`src/rtl/video_timing_gen.sv`:
```
// Raster timing generator: free-running pixel/line counters with sync, blanking
// and frame-start decodes, all derived from registered counter state.
module video_timing_gen #(
    parameter int ACTIVE_H    = 640,
    parameter int H_FRONT     = 16,
    parameter int H_SYNC      = 96,
    parameter int H_BACK      = 48,
    parameter int ACTIVE_V    = 480,
    parameter int V_FRONT     = 10,
    parameter int V_SYNC      = 2,
    parameter int V_BACK      = 33,
    parameter bit SYNC_ACTIVE = 1'b0,
    parameter int FRAME_WRAP  = 60,
    localparam int H_TOTAL    = ACTIVE_H + H_FRONT + H_SYNC + H_BACK,
    localparam int V_TOTAL    = ACTIVE_V + V_FRONT + V_SYNC + V_BACK,
    localparam int HW         = $clog2(H_TOTAL),
    localparam int VW         = $clog2(V_TOTAL),
    localparam int FW         = (FRAME_WRAP > 1) ? $clog2(FRAME_WRAP) : 1
) (
    input  logic          i_clk,
    input  logic          i_rst_n,
    output logic [HW-1:0] o_hcount,
    output logic [VW-1:0] o_vcount,
    output logic          o_hsync,
    output logic          o_vsync,
    output logic          o_active_draw,
    output logic          o_new_frame,
    output logic [FW-1:0] o_frame_count
);

    localparam logic [HW-1:0] H_LAST   = HW'(H_TOTAL - 1);
    localparam logic [HW-1:0] H_ACT    = HW'(ACTIVE_H);
    localparam logic [HW-1:0] HS_START = HW'(ACTIVE_H + H_FRONT);
    localparam logic [HW-1:0] HS_END   = HW'(ACTIVE_H + H_FRONT + H_SYNC);
    localparam logic [VW-1:0] V_LAST   = VW'(V_TOTAL - 1);
    localparam logic [VW-1:0] V_ACT    = VW'(ACTIVE_V);
    localparam logic [VW-1:0] VS_START = VW'(ACTIVE_V + V_FRONT);
    localparam logic [VW-1:0] VS_END   = VW'(ACTIVE_V + V_FRONT + V_SYNC);
    localparam logic [FW-1:0] F_LAST   = FW'(FRAME_WRAP - 1);

    logic          started;
    logic [HW-1:0] hcount;
    logic [VW-1:0] vcount;
    logic [FW-1:0] frame_count;
    logic          in_hsync;
    logic          in_vsync;
    logic          new_frame;

    assign in_hsync  = (hcount >= HS_START) && (hcount < HS_END);
    assign in_vsync  = (vcount >= VS_START) && (vcount < VS_END);
    assign new_frame = started && (hcount == H_ACT) && (vcount == V_ACT);

    // The first edge after reset release only arms the generator, so (0,0)
    // is presented for a full cycle before counting begins.
    always_ff @(posedge i_clk or negedge i_rst_n) begin
        if (!i_rst_n) begin
            started     <= 1'b0;
            hcount      <= '0;
            vcount      <= '0;
            frame_count <= '0;
        end else if (!started) begin
            started <= 1'b1;
        end else begin
            if (hcount == H_LAST) begin
                hcount <= '0;
                vcount <= (vcount == V_LAST) ? '0 : vcount + 1'b1;
            end else begin
                hcount <= hcount + 1'b1;
            end
            if (new_frame) begin
                frame_count <= (frame_count == F_LAST) ? '0 : frame_count + 1'b1;
            end
        end
    end

    // Decodes depend only on flops, so reset forces them without a clock edge.
    assign o_hcount      = hcount;
    assign o_vcount      = vcount;
    assign o_frame_count = frame_count;
    assign o_active_draw = started && (hcount < H_ACT) && (vcount < V_ACT);
    assign o_new_frame   = new_frame;
    assign o_hsync       = (started && in_hsync) ? SYNC_ACTIVE : ~SYNC_ACTIVE;
    assign o_vsync       = (started && in_vsync) ? SYNC_ACTIVE : ~SYNC_ACTIVE;

endmodule

```
`config.mk`:
```
export PLATFORM = sky130hd
export DESIGN_NAME = video_timing_gen
export DESIGN_NICKNAME = d
export VERILOG_FILES = /design/src/rtl/video_timing_gen.sv
export SDC_FILE = /design/constraint.sdc
export NUM_CORES = 1
export LEC_CHECK = 0
export BUFFER_PORTS_ARGS = -buffer_cell sky130_fd_sc_hd__buf_2
export CAP_MARGIN = 10
export CORE_AREA = 2 2 55 57
export CTS_BUF_LIST = sky130_fd_sc_hd__clkbuf_2 sky130_fd_sc_hd__clkbuf_4 sky130_fd_sc_hd__clkbuf_8
export DETAILED_ROUTE_END_ITERATION = 8
export DIE_AREA = 0 0 57 59
export PLACE_DENSITY = 0.83
export SKIP_LAST_GASP = 1
export SYNTH_ARGS = -nofsm -noshare
export SYNTH_HDL_FRONTEND = slang
export SYNTH_SLANG_ARGS = --single-unit
export TNS_END_PERCENT = 50
```
`constraint.sdc`:
```
create_clock -name i_clk -period 3.7 [get_ports i_clk]
set_input_delay 0.185 -clock i_clk [delete_from_list [all_inputs] [get_ports i_clk]]
set_output_delay 0.185 -clock i_clk [all_outputs]
set_load 0.01 [all_outputs]
```
==> flow_metrics.env <==
export IMPL_yosys_warnings=0
export IMPL_antenna_left=0
export IMPL_setup_tns_final_ns=0
export IMPL_grt_setup_unrepaired="false"
export IMPL_ctsHtreeMaxLevel=1
export IMPL_syn_mean_instance_area_um2=9.63
export IMPL_tightest_slew_ns=1.07
export IMPL_synth_seq_cells=27
export IMPL_grt_pass1_vias=1170
export IMPL_io_buffers=31
export IMPL_fin_cells=223
export IMPL_min_period_ns=2.42
export IMPL_yosysSeqAreaShare_pct=42.8
export IMPL_clock_sinks=27
export IMPL_grt_usage_pct=21.7
export IMPL_gp_congestion=0.927
export IMPL_synth_ff_type="dfrtp_1"
export IMPL_cts_buffer_depth=2
export IMPL_vias_per_cell=6.02
export IMPL_die_h_um=59
export IMPL_min_path_type="primary input to async pin"
export IMPL_synthTopCellsByArea="dfrtp_1 43%, ha_1 4.8%, nand4_1 3.6%"
export IMPL_diodes=0
export IMPL_synth_cell_types=46
export IMPL_nNetsFinal=201
export IMPL_reg2reg_depth=5
export IMPL_hold_viol_final=0
export IMPL_use_met1_pct=29.5
export IMPL_syn_nets=172
export IMPL_ys_async_sr_fraction_pct=100
export IMPL_wl_mm=3.49
export IMPL_area_growth_pct=11.5
export IMPL_syn_area_um2=1580
export IMPL_fillCellCount=227
export IMPL_drive_above_1_share_pct=22.9
export IMPL_max_slew_margin_pct=28.4
export IMPL_root_buffer="clkbuf_4"
export IMPL_grt_antenna_before_repair=0
export IMPL_period_share_pct=65.5
export IMPL_timing_rr_start="o_hcount[0]"
export IMPL_yosysTopAreaCell="dfrtp_1"
export IMPL_grt_busiest_layer="met2"
export IMPL_final_setup_viol_count=0
export IMPL_rows=19
export IMPL_cts_tree="built"
export IMPL_crit_required_ns=3.51
export IMPL_post_cts_buffers=0
export IMPL_start_util_pct=58.3
export IMPL_arrival_ns=2.24
export IMPL_cts_buffers=3
export IMPL_grt_overflow=0
export IMPL_drt_iter0_drc=78
export IMPL_placed_cells=218
export IMPL_fp_coreArea_um2=2710
export IMPL_fin_ws_ns=1.28
export IMPL_power_density_nw_per_um2=360
export IMPL_total_power_uw=633
export IMPL_post_place_ws_ns=1.42
export IMPL_grt_max_degree=28
export IMPL_maxCapViolCount=0
export IMPL_use_met2_pct=36.8
export IMPL_pin_count=32
export IMPL_crit_fanout=6
export IMPL_crit_type="register to output port"
export IMPL_peakVddDrop_v=0.000269
export IMPL_endpoint_kind="output port"
export IMPL_route_detailed_drc=0
export IMPL_wl_per_cell_um=15.7
export IMPL_met3_usage_pct=2.40
export IMPL_clk_latency_ns=0.32
export IMPL_grt_pass1_wl_mm=5.66
export IMPL_p_leak_uw=0.000868
export IMPL_fin_skew_ns=0.00253
export IMPL_slew_viol_final=0
export IMPL_dp_hpwl_mm=2.59
export IMPL_startpoint_type="register"
export IMPL_ff2ff_setup_slack_ns=1.39
export IMPL_status="finished, final reports clean"
export IMPL_ctsResizeCount=0
export IMPL_synth_top_area_share_pct=42.8
export IMPL_syn_instance_count=164
export IMPL_fp_dieW_um=57
export IMPL_synth_edf_count=0
export IMPL_max_freq_mhz=413
export IMPL_dieArea_um2=3360
export IMPL_worstReg2RegEnd="o_vcount[9]"
export IMPL_via_count=1343
export IMPL_cts_clk_slew_worst_paths_ns=0.14
export IMPL_first_pass_iters=4
-- worst max-delay path, cell delays in order (launching register included) --
cell,delay (ns)
dfrtp_1,0.46
nand4_1,0.26
or4_1,0.56
or4_1,0.49
buf_2,0.15
-- metal layers --
layer | part of all wire [%] | vias to the layer above
met4 | 1.3 | 0
met2 | 48 | 41
met1 | 46 | 644
met5 | 0 | -
li1 | - | 653
met3 | 4.4 | 5
-- cells in the mapped netlist (all sizes together) (2+ instances only) --
| cell type | number |
|---|---|
| a21oi | 5 |
| and3 | 3 |
| and4 | 3 |
| buf | 6 |
| clkbuf | 2 |
| dfrtp | 27 |
| ha | 6 |
| inv | 7 |
| mux2 | 3 |
| mux2i | 2 |
| nand2 | 9 |
| nand2b | 3 |
| nand3 | 10 |
| nand3b | 2 |
| nand4 | 9 |
| nand4b | 2 |
| nor2 | 13 |
| nor2b | 2 |
| nor3 | 3 |
| nor4 | 5 |
| o2111ai | 2 |
| o21ai | 10 |
| or2 | 2 |
| or3 | 3 |
| or4 | 4 |
| xnor2 | 4 |
| xor2 | 6 |
-- how the worst max path moves through the flow --
| stage | start | slack [ns] | depth (start not counted) | end |
|---|---|---|---|---|
| global route | o_hcount[0] | 1.12 | 5 | o_vcount[9] |
| CTS | o_vcount[5] | 1.26 | 4 | o_vsync |
| floorplan | o_vcount[0] | 1.74 | 6 | o_vcount[3] |
| finish | o_vcount[5] | 1.28 | 4 | o_vsync |
| global placement | o_hcount[0] | 1.51 | 5 | o_vcount[9] |
| detailed placement | o_hcount[0] | 1.42 | 5 | o_vcount[9] |
-- timing repair --
| action | 4_1_cts | 5_1_grt |
|---|---|---|
| hold endpoints to repair | 27 | 0 |
| hold buffers | 1 | 0 |
| setup endpoints to repair | 0 | 0 |
-- layout by cell type (no fill, tap or decap), drive strengths merged, types with 3 or more instances in the layout --
cell     n
a21oi    5
and4     3
nand4    9
and3     3
nand3   10
nor4     5
xor2     6
inv      7
or4      4
clkbuf   4
xnor2    4
dfrtp   27
nor3     3
ha       6
buf     31
mux2     3
o21ai   10
or3      3
nor2    13
nand2b   3
nand2    9
-- state kept, by name (all words and copies together), names as in the netlist --
signal	count
o_hcount	10
o_frame_count	6
started	1
o_vcount	10
-- logic make-up after synthesis --
family,after synthesis,synth area share (%)
AND/OR/NAND/NOR,77,29.7
flip-flops,27,42.8
AO/OA/AOI/OAI,23,8.56
buffers and inverters,15,4.99
XOR/XNOR,10,5.55
adder cells (fa/ha/maj),6,4.75
multiplexers,5,3.41
other,1,0.237
-- power breakdown --
group	internal, uW	total (uW)	switching (uW)
clock	49.5	133	83.4
sequential	322	377	55.3
combinational	57.9	123	65.2
total	429	633	204
-- metrics by stage --
step / hold slack [ns] / util, % / area (um2)
2_1_floorplan: -0.111 / - / 1580
3_3_place_gp: 0.224 / 63.5 / 1720
3_5_place_dp: 0.225 / 63.5 / 1720
4_1_cts: 0.398 / 65.0 / 1760
5_1_grt: 0.412 / 65.0 / 1760
6_report: 0.379 / 65.0 / 1760
-- area by class of cell --
class / count / area, um2 / area share [%]
Inverter: 7 / 26.3 / 1.49
Multi-Input combinational cell: 122 / 825 / 46.8
Clock buffer: 4 / 30.0 / 1.71
Sequential cell: 27 / 676 / 38.4
Tap cell: 31 / 38.8 / 2.20
Timing Repair Buffer: 32 / 165 / 9.38
No activity file was read; power rests on OpenSTA's default activity.
